### config.mk
export PLATFORM = sky130hd
export DESIGN_NAME = card_shoe
export DESIGN_NICKNAME = d
export VERILOG_FILES = /design/src/rtl/card_shoe.sv
export SDC_FILE = /design/constraint.sdc
export NUM_CORES = 1
export LEC_CHECK = 0
export CAP_MARGIN = 20
export CORE_UTILIZATION = 45
export DETAILED_ROUTE_END_ITERATION = 7
export PLACE_DENSITY = 0.75
export SLEW_MARGIN = 10
export SYNTH_ARGS = -nofsm -noshare
export SYNTH_HDL_FRONTEND = slang
export SYNTH_SLANG_ARGS = --single-unit
### constraint.sdc
create_clock -name CLOCK -period 3.05 [get_ports CLOCK]
set_input_delay 0.61 -clock CLOCK [delete_from_list [all_inputs] [get_ports CLOCK]]
set_output_delay 0.61 -clock CLOCK [all_outputs]
set_load 0.005 [all_outputs]
### src/rtl/card_shoe.sv
// Single-deck card shoe: deals 52 cards without replacement, choosing a start
// index from a free-running LFSR and linearly probing a used-card bitmap.
module card_shoe #(
    parameter logic [5:0] SEED = 6'h01
) (
    input  logic       CLOCK,
    input  logic       RESET_N,
    input  logic       NEXT_C,
    input  logic       SHUFFLE,
    output logic [3:0] CARD,
    output logic       NEW_C,
    output logic [5:0] CARDS_LEFT,
    output logic       EMPTY
);

    localparam logic [5:0] SEED_L    = (SEED == 6'h00) ? 6'h01 : SEED;
    localparam logic [5:0] DECK_SIZE = 6'd52;
    localparam logic [5:0] LAST_IDX  = 6'd51;

    typedef enum logic [1:0] {
        IDLE,
        PICK,
        PROBE,
        PRESENT
    } state_t;

    state_t      state_q, state_d;
    logic [5:0]  lfsr_q, lfsr_d;
    logic [51:0] used_q, used_d;
    logic [5:0]  ptr_q, ptr_d;
    logic [3:0]  card_q, card_d;
    logic        new_c_q, new_c_d;
    logic [5:0]  left_q, left_d;
    logic        hit;

    // Blackjack value of deck index i: rank 0 is the Ace, ranks 10..12 are faces.
    function automatic logic [3:0] card_value(input logic [5:0] idx);
        logic [5:0] rank;
        if (idx >= 6'd39)      rank = idx - 6'd39;
        else if (idx >= 6'd26) rank = idx - 6'd26;
        else if (idx >= 6'd13) rank = idx - 6'd13;
        else                   rank = idx;
        if (rank == 6'd0)       card_value = 4'd11;
        else if (rank <= 6'd9)  card_value = rank[3:0] + 4'd1;
        else                    card_value = 4'd10;
    endfunction

    assign hit = ~used_q[ptr_q];

    always_ff @(posedge CLOCK or negedge RESET_N) begin
        if (!RESET_N) begin
            state_q <= IDLE;
            lfsr_q  <= SEED_L;
            used_q  <= '0;
            ptr_q   <= '0;
            card_q  <= '0;
            new_c_q <= 1'b0;
            left_q  <= DECK_SIZE;
        end else begin
            state_q <= state_d;
            lfsr_q  <= lfsr_d;
            used_q  <= used_d;
            ptr_q   <= ptr_d;
            card_q  <= card_d;
            new_c_q <= new_c_d;
            left_q  <= left_d;
        end
    end

    always_comb begin
        state_d = state_q;
        unique case (state_q)
            IDLE: begin
                if (!SHUFFLE && NEXT_C && (left_q != '0)) state_d = PICK;
            end
            PICK:    state_d = PROBE;
            PROBE: begin
                if (hit) state_d = PRESENT;
            end
            PRESENT: begin
                if (!NEXT_C) state_d = IDLE;
            end
            default: state_d = IDLE;
        endcase
    end

    always_comb begin
        lfsr_d  = {lfsr_q[4:0], lfsr_q[5] ^ lfsr_q[4]};
        used_d  = used_q;
        ptr_d   = ptr_q;
        card_d  = card_q;
        new_c_d = new_c_q;
        left_d  = left_q;
        unique case (state_q)
            IDLE: begin
                if (SHUFFLE) begin
                    used_d = '0;
                    left_d = DECK_SIZE;
                end
            end
            PICK: begin
                ptr_d = (lfsr_q < DECK_SIZE) ? lfsr_q : lfsr_q - DECK_SIZE;
            end
            PROBE: begin
                if (hit) begin
                    used_d[ptr_q] = 1'b1;
                    card_d        = card_value(ptr_q);
                    left_d        = left_q - 6'd1;
                    new_c_d       = 1'b1;
                end else begin
                    ptr_d = (ptr_q == LAST_IDX) ? '0 : ptr_q + 6'd1;
                end
            end
            PRESENT: begin
                if (!NEXT_C) new_c_d = 1'b0;
            end
            default: ;
        endcase
    end

    assign CARD       = card_q;
    assign NEW_C      = new_c_q;
    assign CARDS_LEFT = left_q;
    assign EMPTY      = (left_q == '0);

endmodule

# == Word level (Yosys, flattened, before mapping) ==
# Index checks and enable logic that the tools add are counted.
# op_classes
reduce_logical,16
order_cmp,7
n_eq_ne,9
bitwise_logic,3
mux,28
n_addsub,7
# ops
operator,count
$mux W52,2
$pmux W52 S2,1
$mux W6,10
$or A52 B52 Y52,1
$pmux W6 S2,2
$logic_not A6 Y1,2
$sub A6 B6 Y6 const B,2
$ne A2 B2 Y1 const B,5
$reduce_and A3 Y1,3
$mux W4,2
$pmux W2 S4,1
$lt A6 B7 Y1 const B,1
$add A6 B1 Y6 const B,1
$bmux W1 S6,1
$demux W1 S6,1
$eq A6 B6 Y1 const B,1
$ge A6 B1 Y1 const B,1
$ge A6 B4 Y1 const B,1
$ge A6 B5 Y1 const B,1
$ge A6 B6 Y1 const B,1
$le A6 B4 Y1 const B,1
$lt A6 B6 Y1 const B,1
$mux W2,3
$reduce_bool A2 Y1,3
other kinds (15),22
# word_totals
in_bits,4
out_inout_bits,12
reg_bits,77

# == Logic depth before layout (Yosys ltp) ==
# Gate-level depths: netlist of the first run.
# logic_depth
ltp_word,9
depth_mapped,15
depth_no_buf,12

# == Worst setup path before layout of the first run ==
# No wires, ideal clock.
# synth_timing
path_kind,flip-flop to flip-flop
startpoint,reg ptr_q[0]
endpoint,reg card_q[2] (netlist: CARD[2])
setup_slack_ps,-319
path_stages_with_launch,16
t_required_ps,2930
t_arrival_ps,3249
setup_time_ps,120
n_path_buf,3
cell_sequence,dfrtp_1 -> buf_6 -> buf_4 -> buf_1 -> inv_1 -> ha_1 -> nor2b_1 -> o21a_1 -> nand3b_1 -> xnor2_1 -> inv_1 -> ha_1 -> or2_2 -> a21oi_1 -> nor3b_2 -> a31o_2
# synth_between
elab_chain_cells,9
word_cells_on_any_way,20
cone_classes,add/sub (4); order compare (4); mux (9); bitwise (1); reduce/logical (2)
# synth_rtl
element,line_no,rtl
start: declaration,30,"logic [5:0] ptr_q, ptr_d;"
start signal: assignment,63,ptr_q <= ptr_d;
$sub A6 B4 Y6 / $ge A6 B4 Y1 (equally long branches),41,else if (idx >= 6'd13) rank = idx - 6'd13;
$mux W6,41,
$mux W6,40,else if (idx >= 6'd26) rank = idx - 6'd26;
$mux W6,39,if (idx >= 6'd39) rank = idx - 6'd39;
$mux W6,105,if (hit) begin
$mux W6,94,unique case (state_q)
$le A6 B4 Y1 / $add A4 B1 Y4 (equally long branches),44,else if (rank <= 6'd9) card_value = rank[3:0] + 4'd1;
$mux W4,44,
$mux W4,43,if (rank == 6'd0) card_value = 4'd11;
end signal: assignment,64,card_q <= card_d;
end: declaration,31,"logic [3:0] card_q, card_d;"
# Parallel ways exist; a longest one is shown, timed or not. The select of a mux whose other input is x is not followed.
# A chain may end at the register's enable or synchronous reset.

# == Worst setup path after layout of the first run ==
# layout_timing
startpoint,reg ptr_q[1]
endpoint,reg card_q[2] (netlist: CARD[2])
# The elaborated chain is that of the path after synthesis.

==> impl_metrics.env, run 1 <==
export IMPL_outcome="completed"
export IMPL_yosys_cell_count_top_type="dfrtp_1"
export IMPL_arrival_ns=3.10
export IMPL_irDropWorstVdd_mv=0.296
export IMPL_syn_area_sq_um=4400
export IMPL_hold_buffers=0
export IMPL_utilization_pct=53.1
export IMPL_finalMaxSlewViolations=0
export IMPL_die_w_um=101
export IMPL_power_leakage_uw=0.00216
export IMPL_area_growth_pct=13.2
export IMPL_synth_edf_count=0
export IMPL_syn_nets=482
export IMPL_synth_area_per_cell_sq_um=9.60
export IMPL_yosysTopAreaCell="dfrtp_1"
export IMPL_hold_viol=0
export IMPL_reg2regPathDepth=12
export IMPL_initialDrtViolationCount=345
export IMPL_cts_buffers=9
export IMPL_first_pass_iters=6
export IMPL_netlist_instances=458
export IMPL_diodes=0
export IMPL_portBuffers=15
export IMPL_synth_async_reset_ratio_pct=100
export IMPL_path_clk_slew_ns=0.09
export IMPL_end_kind="flip-flop"
export IMPL_setup_tns_final_ns=0
export IMPL_p_seq_share_pct=31.2
export IMPL_clock_latency_ns=0.37
export IMPL_num_vias=3711
export IMPL_dieArea_sq_um=10200
export IMPL_synthTopCellsByCount="dfrtp_1 (73), nand2_1 (57), o21ai_0 (41), mux2i_1 (27), nor2_1 (24)"
export IMPL_grt_overflow_total=0
export IMPL_worstMarginPinSlew_ns=0.675
export IMPL_cp_max_fo=8
export IMPL_route_detailed_drc=0
export IMPL_setup_violations=0
export IMPL_post_route_period_util_pct=93.2
export IMPL_r2r_slack_ns=0.21
export IMPL_powerDensity_nw_per_um2=813
export IMPL_rsz0062_at_grt="false"
export IMPL_final_cells=614
export IMPL_core_area_sq_um=9370
export IMPL_r2r_start="ptr_q[1]"
export IMPL_synthTopCellsByArea="dfrtp_1 (42%), mux2i_1 (6.1%), ha_1 (5.7%)"
export IMPL_worst_setup_path_start_kind="flip-flop"
export IMPL_final_layout_size_suffix_gt1_share_pct=12.8
export IMPL_n_fill_cell=857
export IMPL_grt_start_max_net_pins=56
export IMPL_internal_power_uw=2310
export IMPL_rr_endpoint="CARD[2]"
export IMPL_cp_required_ns=3.30
export IMPL_grt_pass1_vias=3498
export IMPL_die_h_um=101
export IMPL_cts_buffer_depth=2
export IMPL_critical_path_class="flip-flop to flip-flop"
export IMPL_grtUsageTotal_pct=23.2
export IMPL_globalplace_congestion=0.939
export IMPL_final_antenna_net_count=0
export IMPL_wl_um=11100
export IMPL_dpl_hpwl_um=7950
export IMPL_cts_tree="built"
export IMPL_placed_cells=599
export IMPL_grt_pass1_wl_um=18000
export IMPL_synth_cell_types=60
export IMPL_ios=16
export IMPL_ys_seq_area_share_pct=43.9
export IMPL_p_switching_uw=1740
export IMPL_root_buffer="clkbuf_8"
export IMPL_slew_headroom_pct=55.0
export IMPL_vias_per_cell=6.04
export IMPL_yosysTopAreaCellShare_pct=41.5
export IMPL_h_tree_depth=3
export IMPL_crit_start="ptr_q[1]"
export IMPL_initial_utilization_pct=46.9
export IMPL_fmax_mhz=352
export IMPL_ys_ff_latch=77
export IMPL_synth_main_ff_cell="dfrtp_1"
export IMPL_period_needed_ns=2.84
export IMPL_switching_share_pct=42.9
export IMPL_cts_sinks=77
export IMPL_rows=35
export IMPL_fin_nets=505
export IMPL_drv_cap=0
export IMPL_p_comb_share_pct=49.3
export IMPL_skew_ns=0.0124
export IMPL_yosysWarnings=0
export IMPL_worstHoldPathType="input port to asynchronous set/reset pin"
export IMPL_endpoint="CARD[2]"
export IMPL_antenna_found_initial=0
export IMPL_clockPowerShare_pct=19.5
export IMPL_wl_per_cell_um=18.0
## cell families (layout without fill, tap and decap cells)
logic type | Yosys count | after routing | share of synthesized area (%)
simple gates | 149 | 149 | 16.6
compound gates | 131 | 131 | 20.9
flops | 77 | 77 | 43.9
buf+inv | 45 | 72 | 4.44
mux | 29 | 29 | 7.00
fa+ha+maj | 20 | 20 | 5.69
xor+xnor | 7 | 7 | 1.39
## worst max-delay path, cell delays in order, from the launching register on
cell,delay (ns)
dfrtp_1,0.42
buf_4,0.19
ha_1,0.24
nor2b_1,0.16
o21ai_0,0.24
nand3b_1,0.16
xnor2_2,0.25
inv_1,0.12
ha_1,0.18
or2_2,0.28
a21oi_2,0.17
nor3b_2,0.08
a31o_2,0.24
## placed cells by master (no fill, tap or decap), drive strengths merged, types with 3 or more instances in the layout
| cell type | synthesis | layout |
|---|---|---|
| ha | 20 | 20 |
| xnor2 | 5 | 5 |
| a21oi | 15 | 15 |
| nand3 | 13 | 13 |
| clkdlybuf4s50 | 0 | 14 |
| nand2b | 5 | 5 |
| a22oi | 7 | 7 |
| nor3 | 10 | 10 |
| and2 | 4 | 4 |
| inv | 18 | 20 |
| buf | 10 | 25 |
| and3 | 9 | 9 |
| nor2b | 6 | 6 |
| nor2 | 25 | 25 |
| a32o | 16 | 16 |
| o2bb2ai | 3 | 3 |
| a31oi | 7 | 7 |
| a211oi | 7 | 7 |
| o221ai | 3 | 3 |
| clkbuf | 17 | 9 |
| nand2 | 58 | 58 |
| or2 | 3 | 3 |
| dfstp | 4 | 4 |
| a22o | 12 | 12 |
| dfrtp | 73 | 73 |
| or3 | 3 | 3 |
| o21ai | 42 | 42 |
| nor3b | 3 | 3 |
| mux2i | 27 | 27 |
## worst min-delay path by stage
| stage | cells past startpoint | slack, ns | to | startpoint |
|---|---|---|---|---|
| 2_1_floorplan | 0 | 0.31 | CARDS_LEFT[0] | RESET_N |
| 5_1_grt | 1 | 0.32 | used_q[40] | RESET_N |
| 3_3_place_gp | 0 | 0.37 | lfsr_q[2] | lfsr_q[1] |
| 4_1_cts | 1 | 0.29 | used_q[40] | RESET_N |
| 3_5_place_dp | 0 | 0.37 | lfsr_q[2] | lfsr_q[1] |
| 6_report | 1 | 0.27 | used_q[40] | RESET_N |
## stage by stage
| step | total power, uW | worst slack, ns | hold slack [ns] | instance area [sq um] |
|---|---|---|---|---|
| after floorplan | 2590 | 0.00102 | 0.314 | 4420 |
| after global placement | 3190 | 0.187 | 0.372 | 4780 |
| after detailed placement | 3240 | 0.104 | 0.366 | 4780 |
| after CTS | 4040 | 0.0970 | 0.289 | 4970 |
| after global routing | 4310 | 0.0187 | 0.321 | 4980 |
| final | 4040 | 0.206 | 0.267 | 4980 |
## sequential cells by signal (all words and copies together), names as in the netlist
signal and count:
used_q 52, state_q 2, CARD 4, lfsr_q 6, NEW_C 1, ptr_q 6, CARDS_LEFT 6
## what timing repair did
action                     4_1_cts  5_1_grt
resized for setup                0        1
setup endpoints to repair        0        4
buffers inserted                 0        0
## layout make-up
class / instances / area (sq um) / share of cell area (%)
multi-input cells: 336 / 2290 / 46.0
clock buffers: 9 / 124 / 2.49
well taps: 129 / 161 / 3.24
inverters: 18 / 67.6 / 1.36
flip-flops and latches: 77 / 1930 / 38.8
repair buffers: 39 / 328 / 6.59
clock inverters: 6 / 71.3 / 1.43
## routing by layer
layer | wire, um | GRT usage, %
met1 | 5110 | 32.5
met2 | 5060 | 35.3
met3 | 628 | 4.72
met4 | 260 | 8.81
met5 | 0 | 0
## power groups by stage
stage / clock (uW) / combinational [uW] / sequential, uW
floorplan: 0 / 1330 / 1260
global placement: 0 / 1910 / 1280
detailed placement: 0 / 1960 / 1280
CTS: 807 / 1970 / 1260
global route: 853 / 2180 / 1280
finish: 790 / 1990 / 1260
Power figures use the tool's default switching activity.
==> run 2: changes to the inputs <==
- REMOVE_ABC_BUFFERS: unset -> 1
==> run 2 against run 1 <==
Sequential power about the same; clock-buffer cell count unchanged; final area decreased by 0.68%; clock skew increased by 0.0044 ns; largest power group unchanged; power decreased by 1.6%; critical path type unchanged; fmax decreased by 0.56%.
==> impl_metrics.env, run 2 (synthesis results as in run 1) <==
export IMPL_final_antenna_net_count=0
export IMPL_largest_register_ffs=52
export IMPL_cts_tree="built"
export IMPL_finalMaxSlewViolations=0
export IMPL_grt_pass1_vias=3477
export IMPL_utilization_pct=52.7
export IMPL_rsz0062_at_grt="false"
export IMPL_dieArea_sq_um=10200
export IMPL_fin_nets=501
export IMPL_cp_max_fo=7
export IMPL_grt_start_max_net_pins=78
export IMPL_arrival_ns=3.10
export IMPL_dpl_hpwl_um=7710
export IMPL_grtUsageTotal_pct=22.2
export IMPL_multi_input_area_sq_um=2290
export IMPL_diodes=0
export IMPL_cts_buffers=9
export IMPL_seq_area_sq_um=1930
export IMPL_regMostFlops="used_q"
export IMPL_irDropWorstVdd_mv=0.346
export IMPL_worstHoldPathType="input port to asynchronous set/reset pin"
export IMPL_initialDrtViolationCount=323
export IMPL_cp_required_ns=3.29
export IMPL_wl_per_cell_um=17.6
export IMPL_hold_buffers=0
export IMPL_outcome="completed"
export IMPL_num_vias=3682
export IMPL_final_cell_mix="dfrtp_1 (72), nand2_1 (57), o21ai_0 (40), mux2i_1 (27), nor2_1 (24)"
export IMPL_clock_latency_ns=0.36
export IMPL_area_growth_pct=12.4
export IMPL_die_w_um=101
export IMPL_period_needed_ns=2.86
export IMPL_core_area_sq_um=9370
export IMPL_initial_utilization_pct=46.9
export IMPL_preCtsSetupSlack_ns=0.0943
export IMPL_final_layout_size_suffix_gt1_share_pct=11.9
export IMPL_setup_violations=0
export IMPL_cts_buffer_depth=2
export IMPL_first_pass_iters=5
export IMPL_ios=16
export IMPL_globalplace_congestion=0.901
export IMPL_slew_headroom_pct=37.4
export IMPL_path_clk_slew_ns=0.08
export IMPL_grt_pass1_wl_um=17400
export IMPL_grt_overflow_total=0
export IMPL_critical_path_class="flip-flop to flip-flop"
export IMPL_vias_per_cell=6.04
export IMPL_root_buffer="clkbuf_8"
export IMPL_drv_cap=0
export IMPL_h_tree_depth=3
export IMPL_end_kind="flip-flop"
export IMPL_worst_setup_path_start_kind="flip-flop"
export IMPL_die_h_um=101
export IMPL_post_route_period_util_pct=93.8
export IMPL_hold_viol=0
export IMPL_power_leakage_uw=0.00214
export IMPL_final_common_cell="dfrtp_1"
export IMPL_cts_sinks=77
export IMPL_antenna_found_initial=0
export IMPL_skew_ns=0.0167
export IMPL_rows=35
export IMPL_r2r_slack_ns=0.19
export IMPL_n_fill_cell=860
export IMPL_fin_ws_ns=0.190
export IMPL_powerDensity_nw_per_um2=806
export IMPL_wl_um=10700
export IMPL_portBuffers=15
export IMPL_route_detailed_drc=0
export IMPL_fmax_mhz=350
export IMPL_worstMarginPinSlew_ns=0.938
run 2: changes by cell type in the layout (fill, tap and decap cells not counted):
cell     previous run  this run
o21ai_0            41        40
o21ai_1             0         1
a21oi_1            14        15
a21oi_2             1         0
buf_4              25        21
run 2: cell type report:
type	instances	area share, %
Clock buffer	9	2.51
Clock inverter	6	1.44
Inverter	18	1.37
Multi-Input combinational cell	336	46.3
Sequential cell	77	39.1
Tap cell	129	3.27
Timing Repair Buffer	35	6.03
run 2: worst max-delay path, stage by stage, from the launching register on:
cell and delay [ns]:
dfrtp_1 0.46, inv_1 0.14, ha_1 0.21, nor2b_1 0.14, o21a_1 0.23, nand3b_1 0.22
xnor2_2 0.17, buf_4 0.15, ha_1 0.17, or2_2 0.28, a21oi_1 0.25, nor3b_2 0.10
a31o_2 0.24
run 2: stage by stage:
stage	total power, uW	hold WS (ns)	instances	cell area (sq um)	TNS (ns)
2_1_floorplan	2510	0.314	431	4270	-4.86
3_3_place_gp	3130	0.376	593	4720	0
3_5_place_dp	3180	0.379	593	4720	0
4_1_cts	3960	0.391	608	4910	0
5_1_grt	4240	0.408	610	4940	0
6_report	3980	0.358	610	4940	0
run 2: power breakdown:
part | internal [uW] | switching (uW) | leakage (uW)
Combinational | 750 | 1200 | 0.00101
Clock | 380 | 393 | 0.0000923
Sequential | 1160 | 106 | 0.00104
run 2: metal layers:
metal	routed length (um)	track usage, %	vias up
li1	-	-	1708
met4	281	10.0	0
met3	471	3.12	29
met1	4760	29.3	1818
met2	5200	36.4	127
met5	0	0	-
run 2: path summary, 6_finish.rpt:
kind	startpoint	endpoint	depth (start not counted)
min in group CLOCK	lfsr_q[1]	lfsr_q[2]	0
worst max-delay path	ptr_q[1]	CARD[2]	12
worst max register to register	ptr_q[1]	CARD[2]	12
worst min register to register	lfsr_q[1]	lfsr_q[2]	0
worst min-delay path	RESET_N	CARDS_LEFT[1]	1
max in group asynchronous	RESET_N	ptr_q[0]	1
run 2: timing repair:
item,CTS,global route
endpoints found under the setup margin,0,4
endpoints found under the hold margin,0,0
resized for setup,0,3
setup buffers,0,2
==> run 3: changes to the inputs <==
- CELL_PAD_IN_SITES_DETAIL_PLACEMENT: unset -> 1
- CELL_PAD_IN_SITES_GLOBAL_PLACEMENT: unset -> 1
- CORE_UTILIZATION: 45 -> 44
- PLACE_DENSITY: 0.75 -> 0.88
- TNS_END_PERCENT: unset -> 5
==> run 3 against run 2 <==
Fmax is 2.5% lower; register-to-register slack worse by 0.07 ns; cell count is 0.98% higher; clock-buffer cell count stayed put; critical path depth stayed put; combinational power is 4% higher; clock skew is 0.0055 ns lower; setup slack worse by 0.072 ns; clock power is 4.4% higher; sequential power hardly changed; via count is 2.5% higher; critical path type unchanged; largest cell class unchanged.
==> impl_metrics.env, run 3 (synthesis results as in run 1) <==
export IMPL_n_fill_cell=1146
export IMPL_power_leakage_uw=0.00215
export IMPL_largest_register_ffs=52
export IMPL_root_buffer="clkbuf_8"
export IMPL_irDropWorstVdd_mv=0.491
export IMPL_die_w_um=102
export IMPL_globalplace_congestion=0.912
export IMPL_fin_area_sq_um=4970
export IMPL_max_stage_delay_ns=0.48
export IMPL_worstHoldPathType="input port to asynchronous set/reset pin"
export IMPL_cts_sinks=77
export IMPL_cp_max_fo=6
export IMPL_cts_buffers=9
export IMPL_dieArea_sq_um=10400
export IMPL_dpl_hpwl_um=9100
export IMPL_final_antenna_net_count=0
export IMPL_grtUsageMet2_pct=42.7
export IMPL_period_needed_ns=2.93
export IMPL_regMostFlops="used_q"
export IMPL_wl_per_cell_um=20.8
export IMPL_die_h_um=102
export IMPL_area_growth_pct=13.1
export IMPL_vias_per_cell=6.13
export IMPL_first_pass_iters=4
export IMPL_h_tree_depth=3
export IMPL_cp_required_ns=3.31
export IMPL_setup_violations=0
export IMPL_cts_repair_resized=0
export IMPL_end_kind="flip-flop"
export IMPL_outcome="completed"
export IMPL_powerDensity_nw_per_um2=826
export IMPL_antenna_found_initial=0
export IMPL_fmax_mhz=341
export IMPL_skew_ns=0.0112
export IMPL_final_layout_size_suffix_gt1_share_pct=12.4
export IMPL_final_cells=616
export IMPL_cts_buffer_depth=2
export IMPL_grt_use_met3_pct=4.38
export IMPL_cts_setup_buffers=0
export IMPL_diodes=0
export IMPL_path_cells="inv_1 -> ha_1 -> nor2b_1 -> o21a_1 -> nand3b_1 -> xnor2_2 -> inv_1 -> ha_1 -> or2_2 -> a21oi_1 -> nor3b_2 -> a31o_2"
export IMPL_initial_utilization_pct=45.2
export IMPL_path_clk_slew_ns=0.09
export IMPL_grtUsageMet1_pct=34.1
export IMPL_wl_um=12800
export IMPL_post_route_period_util_pct=96.1
export IMPL_worst_setup_path_start_kind="flip-flop"
export IMPL_drv_cap=0
export IMPL_portBuffers=15
export IMPL_worstMarginPinSlew_ns=0.630
export IMPL_fin_nets=502
export IMPL_seq_area_sq_um=1930
export IMPL_clock_latency_ns=0.37
export IMPL_r2r_start="ptr_q[0]"
export IMPL_crit_slowest_cell="dfrtp_2"
export IMPL_grt_pass1_wl_um=20500
export IMPL_hold_buffers=0
export IMPL_arrival_ns=3.20
export IMPL_final_cell_mix="dfrtp_1 (71), nand2_1 (57), o21ai_0 (41), mux2i_1 (27), nor2_1 (24)"
export IMPL_grtUsageTotal_pct=26.2
export IMPL_grt_overflow_total=0
export IMPL_setup_tns_final_ns=0
export IMPL_power_uw=4110
export IMPL_grt_start_max_net_pins=56
export IMPL_finalMaxSlewViolations=0
export IMPL_num_vias=3775
export IMPL_route_detailed_drc=0
export IMPL_grt_pass1_vias=3858
export IMPL_initialDrtViolationCount=224
export IMPL_slew_headroom_pct=57.7
export IMPL_cts_tree="built"
export IMPL_multi_input_area_sq_um=2290
export IMPL_hold_viol=0
export IMPL_r2r_slack_ns=0.12
export IMPL_grt_busiest_layer="met2"
export IMPL_placed_cells=600
export IMPL_core_area_sq_um=9730
export IMPL_critical_path_class="flip-flop to flip-flop"
export IMPL_dpl_cell_area_sq_um=4760
export IMPL_rr_endpoint="CARD[2]"
export IMPL_reg2regPathDepth=12
export IMPL_rows=36
export IMPL_final_common_cell="dfrtp_1"
export IMPL_ios=16
[run 3: cell count changes in the layout (fill, tap and decap cells not counted)]
| cell | previous run | this run |
|---|---|---|
| inv_6 | 2 | 1 |
| dfrtp_2 | 1 | 2 |
| o21ai_0 | 40 | 41 |
| o21ai_1 | 1 | 0 |
| buf_12 | 0 | 1 |
| clkinv_2 | 0 | 1 |
| clkinvlp_4 | 2 | 3 |
| dfrtp_1 | 72 | 71 |
[run 3: worst max path at each step]
stage | endpoint | slack (ns) | start | cells past startpoint
CTS | CARD[3] | 0.05 | ptr_q[0] | 9
detailed placement | CARD[3] | 0.07 | ptr_q[0] | 11
floorplan | CARD[2] | -0.70 | ptr_q[0] | 12
global route | CARD[2] | -0.002 | ptr_q[0] | 12
global placement | CARD[2] | 0.20 | ptr_q[0] | 12
finish | CARD[2] | 0.12 | ptr_q[0] | 12
[run 3: through the flow]
step | setup WS [ns] | utilization, % | hold slack (ns)
6_report | 0.118 | 51.1 | 0.157
5_1_grt | -0.00190 | 51.1 | 0.184
4_1_cts | 0.0481 | 51.0 | 0.167
3_5_place_dp | 0.0685 | 48.9 | 0.389
3_3_place_gp | 0.204 | 48.9 | 0.376
2_1_floorplan | -0.702 | - | 0.314
[run 3: metal layers]
metal | share of wire (%) | routed length, um | vias up
met2 | 50 | 6410 | 88
li1 | - | - | 1717
met4 | 2.5 | 319 | 0
met3 | 4.0 | 515 | 29
met5 | 0 | 0 | -
met1 | 44 | 5590 | 1941
[run 3: cell type report]
| cell class | instances | area share, % |
|---|---|---|
| multi-input cells | 336 | 46.0 |
| flip-flops and latches | 77 | 38.9 |
| repair buffers | 36 | 6.39 |
| well taps | 133 | 3.35 |
| clock buffers | 9 | 2.49 |
| clock inverters | 7 | 1.51 |
| inverters | 18 | 1.36 |
[run 3: critical path: cells and delay by family, from the launching register on]
| kind | cells | cell delay, ns |
|---|---|---|
| compound gates | 3 | 0.70 |
| xor+xnor | 1 | 0.25 |
| fa+ha+maj | 2 | 0.40 |
| buf+inv | 2 | 0.25 |
| flops | 1 | 0.48 |
| simple gates | 4 | 0.74 |
[run 3: power breakdown]
| part | switching, uW | internal (uW) | total (uW) |
|---|---|---|---|
| clock | 427 | 380 | 807 |
| sequential | 118 | 1160 | 1280 |
| combinational | 1260 | 768 | 2020 |
==> RTL edit 1: new RTL, settings of run 1 <==
Re-encode `state_t` (4 states) as one-hot, 4 bits wide.
--- a/src/rtl/card_shoe.sv
+++ b/src/rtl/card_shoe.sv
@@ -17,11 +17,11 @@
     localparam logic [5:0] DECK_SIZE = 6'd52;
     localparam logic [5:0] LAST_IDX  = 6'd51;
 
-    typedef enum logic [1:0] {
-        IDLE,
-        PICK,
-        PROBE,
-        PRESENT
+    typedef enum logic [3:0] {
+        IDLE    = 4'b0001,
+        PICK    = 4'b0010,
+        PROBE   = 4'b0100,
+        PRESENT = 4'b1000
     } state_t;
 
     state_t      state_q, state_d;
Function: same outputs for any inputs over 10 cycles, from zero or initial values and one cycle with RESET_N low; not proved beyond that.
==> RTL edit 1 against run 1 <==
- routed wire length decreased by 1.9%
- synthesized area decreased by 1.7%
- sequential share of layout area increased by 1.6 points
- sequential cell count increased by 2
- setup slack got worse by 0.027 ns
- final area decreased by 1.3%
- critical path type unchanged
- largest cell class unchanged
Power is not compared: it rests on default switching activity, and its combinational part moved more than twofold at a synthesized area within 25%.
==> RTL edit 1: results (changes against run 1) <==
proportion of layout cells with a drive suffix above 1 - 14.0% (+1.2 points)
nets - 450 (-11%)
critical path's top delay family - compound AO/OA/AOI/OAI gates
Row Count - 35 (unchanged)
met1 Use GR - 31.5% (-0.99 points)
Syn Nets - 428 (-11%)
Post-synth top cells - 74 x dfrtp_1, 50 x a22o_1, 36 x nor2_1, 28 x nand2_1, 16 x ha_1
number of clock-tree buffers in the layout - 12 (+3)
met3 usage - 6.27% (+1.6 points)
FILL cells - 852 (-0.58%)
initial drt markers - 260 (-25%)
final wirelength - 10.9 mm (-1.9%)
comb_multi_in - 292 (-13%)
worst hold slack - 0.172 ns (-0.0946 ns)
Total GRT Usage - 23.3% (+0.062 points)
outcome - finished, final reports clean
DP Wirelength - 7.56 mm (-4.9%)
clock network area share - 3.87% (-0.049 points)
Signal buffers - 36 (-7.7%)
first-pass GRT wire length - 17.9 mm (-0.84%)
sequential share of the synthesized area - 45.9% (+1.9 points)
Slew @ Worst Pin - 0.675 ns (-0.000301 ns)
Placed Cells - 546 (-8.8%)
multi-input combinational area share - 44.5% (-1.5 points)
Worst EP arrival - 3.17 ns (+0.07 ns)
Reg2Reg Setup Slack - 0.18 ns (-0.03 ns)
fin cells - 564 (-8.1%)
Adder-Cell Fraction of Synth Area - 4.63% (-1.1 points)
register share of the cell area - 40.4% (+1.6 points)
vias per std cell - 6.12 (+1.2%)
invs w/o clock - 12 (-6)
CP max stage delay - 0.38 ns (-0.04 ns)
synth unique cells - 64 (+6.7%)
H-Tree Depth - 3 (unchanged)
CP max FO - 9 (+1)
post-synthesis xor/xnor area fraction - 1.22% (-0.18 points)
Worst Skew - 0.0130 ns (+0.000610 ns)
Clock Latency Late Sink - 0.35 ns (-0.02 ns)
Area after DPL - 4660 um^2 (-2.4%)
syn avg cell area - 10.6 um^2 (+10%)
P&R area growth vs syn - 13.6%
Non-clock buffer share - 6.96% (+0.37 points)
post-synthesis compound-gate area fraction - 24.1% (+3.3 points)
post-synthesis mux area share - 6.98% (-0.025 points)
synthesized flop and latch total - 79 (+2.6%)
Final GP Congestion - 0.919 (-2.2%)
initial antenna violation count - 0 (unchanged)
pre-CTS setup slack - 0.112 ns (+0.00827 ns)
largest net degree at the start of global routing - 80 (+43%)
Setup Fix Bufs, Post-CTS - 0 (unchanged)
FF-to-FF End - CARD[1]
number of global-route vias before repair - 3470 (-0.80%)
Synth area leaders - dfrtp_1 43%, a22o_1 10%, ha_1 4.6%, nor2_1 3.1%, dfstp_2 3.0%
leading area contributor after synthesis - dfrtp_1
met2 Use GR - 35.7% (+0.40 points)
RTL edit 1: changes by cell type in the layout (fill, tap and decap cells not counted), moves of 15 or more:
cell / change
o21ai_0: -32
a32o_1: -15
nand2_1: -29
a22o_1: +38
mux2i_1: -16
RTL edit 1: how the worst max path moves through the flow:
stage	slack (ns)	to	from
2_1_floorplan	0.08	CARD[1]	ptr_q[0]
3_3_place_gp	0.22	CARD[2]	ptr_q[1]
3_5_place_dp	0.11	CARD[1]	ptr_q[1]
4_1_cts	0.09	CARD[1]	ptr_q[1]
5_1_grt	0.008	CARD[1]	ptr_q[1]
6_report	0.18	CARD[1]	ptr_q[1]
RTL edit 1: metal layers:
metal	up-vias	part of all wire, %
li1	1568	-
met1	1738	45
met2	120	47
met3	23	5.7
met4	0	1.9
met5	-	0
RTL edit 1: where the power goes:
group	switching, uW	internal [uW]	leakage, uW
Combinational	315	211	0.00102
Clock	397	384	0.0000912
Sequential	23.4	1080	0.00108
==> RTL edit 2: new RTL, config.mk and constraints of run 1 <==
Without the edit above. Reset style: synchronous (`RESET_N`), changed in one clocked block.
--- a/src/rtl/card_shoe.sv
+++ b/src/rtl/card_shoe.sv
@@ -47,7 +47,7 @@
 
     assign hit = ~used_q[ptr_q];
 
-    always_ff @(posedge CLOCK or negedge RESET_N) begin
+    always_ff @(posedge CLOCK) begin
         if (!RESET_N) begin
             state_q <= IDLE;
             lfsr_q  <= SEED_L;
Formal check against the unedited RTL: differs if RESET_N is asserted again (counterexample within 4 cycles, from zero or initial values and one cycle with RESET_N low); with RESET_N held inactive, the same outputs for 10 cycles.
==> RTL edit 2 against run 1 <==
- non-clock buffer count rose by 2
- synthesized area fell by 3.0%
- sequential cell count did not move
- critical path type unchanged
- setup slack got worse by 0.038 ns
- final area fell by 3.7%
- routed wire length fell by 9.5%
- sequential share of layout area fell by 6.7 points
- largest cell class unchanged
- power fell by 16%
- largest power group unchanged
==> RTL edit 2: results (changes against run 1) <==
Syn Nets - 506 (+5.0%)
initial drt markers - 284 (-18%)
DP Wirelength - 7.10 mm (-11%)
Total GRT Usage - 21.2% (-2.0 points)
FILL cells - 864 (+0.82%)
Clock Latency Late Sink - 0.35 ns (-0.02 ns)
Synth area leaders - dfxtp_1 36%, ha_1 5.9%, mux2i_1 5.2%, nand2_1 5.1%, o21ai_0 3.4%
nets - 525 (+4.0%)
pre-CTS setup slack - 0.187 ns (+0.0834 ns)
Pleak - 0.00180 uW (-17%)
Worst Skew - 0.0110 ns (-0.00132 ns)
sequential share of the synthesized area - 36.1% (-7.8 points)
outcome - finished, final reports clean
DR WL/cell - 16.3 um (-9.7%)
relative slew slack - 61.0% (+6.0 points)
number of global-route vias before repair - 3419 (-2.3%)
worst vdd rail ir drop - 0.390 mV (+32%)
First-pass DRT Iterations - 5 (-1)
Final GP Congestion - 0.882 (-6.1%)
synth unique cells - 69 (+15%)
proportion of layout cells with a drive suffix above 1 - 13.7% (+0.88 points)
Post-synth top cells - 77 x dfxtp_1, 58 x nand2_1, 34 x nor2_1, 29 x o21ai_0, 22 x mux2i_1
first-pass GRT wire length - 16.5 mm (-8.3%)
CP max FO - 24 (+16)
Synth Flop Type - dfxtp_1
## RTL edit 2: cell types whose count changed after synthesis, sizes merged, moves of 9 or more
cell,change
dfxtp,+77
dfrtp,-73
a32o,-14
nor2,+10
buf,+9
## RTL edit 2: cells by family after synthesis
logic type / Yosys count / share of synthesized area [%]
DFF: 77 / 36.1
muxes: 26 / 7.27
adders and majority gates: 20 / 5.87
and+or+nand+nor: 170 / 20.7
buffers and inverters: 52 / 6.39
xor gates and xnor gates: 6 / 1.23
AOI/OAI and AO/OA: 131 / 22.4
## RTL edit 2: cell type report
class	instances	share of cell area (%)
clock buffer	10	2.87
clock inverter	5	1.72
inverter	19	1.49
multi-input combinational	353	51.4
sequential	77	32.2
tap	111	2.90
timing repair buffer	41	7.47
## RTL edit 2: path summary, 6_finish.rpt
check	from	to	slack, ns	depth (start not counted)
max reg2reg	ptr_q[1]	used_q[50]	0.17	11
min reg2reg	used_q[36]	used_q[36]	0.45	2
min	used_q[36]	used_q[36]	0.45	2
max	ptr_q[1]	used_q[50]	0.17	11
## RTL edit 2: where the power goes
group	total, uW	switching (uW)	internal (uW)
clock network	856	375	482
registers	1160	79.4	1080
logic	1380	828	553
total	3400	1280	2120
## RTL edit 2: metrics by stage
stage               std cells  util, %  total power, uW  hold slack [ns]
finish                    616     52.1             3400            0.450
global route              616     52.1             3590            0.477
CTS                       616     52.0             3390            0.452
detailed placement        601     49.6             2540            0.441
global placement          601     49.6             2500            0.433
floorplan                 482        -             2140            0.424
## RTL edit 2: critical path: stages (launching register included)
cell     delay, ns
dfxtp_1       0.44
buf_4         0.19
buf_12        0.20
mux4_2        0.52
a21oi_1       0.17
o31a_1        0.16
a21oi_2       0.06
o21ai_2       0.36
buf_4         0.28
buf_4         0.17
a31oi_1       0.11
nor2_1        0.13
## RTL edit 2: routing by layer
layer,GRT usage [%],part of all wire (%)
met5,0,0
met4,5.77,1.1
met3,4.22,4.6
met2,35.3,48
met1,27.9,47
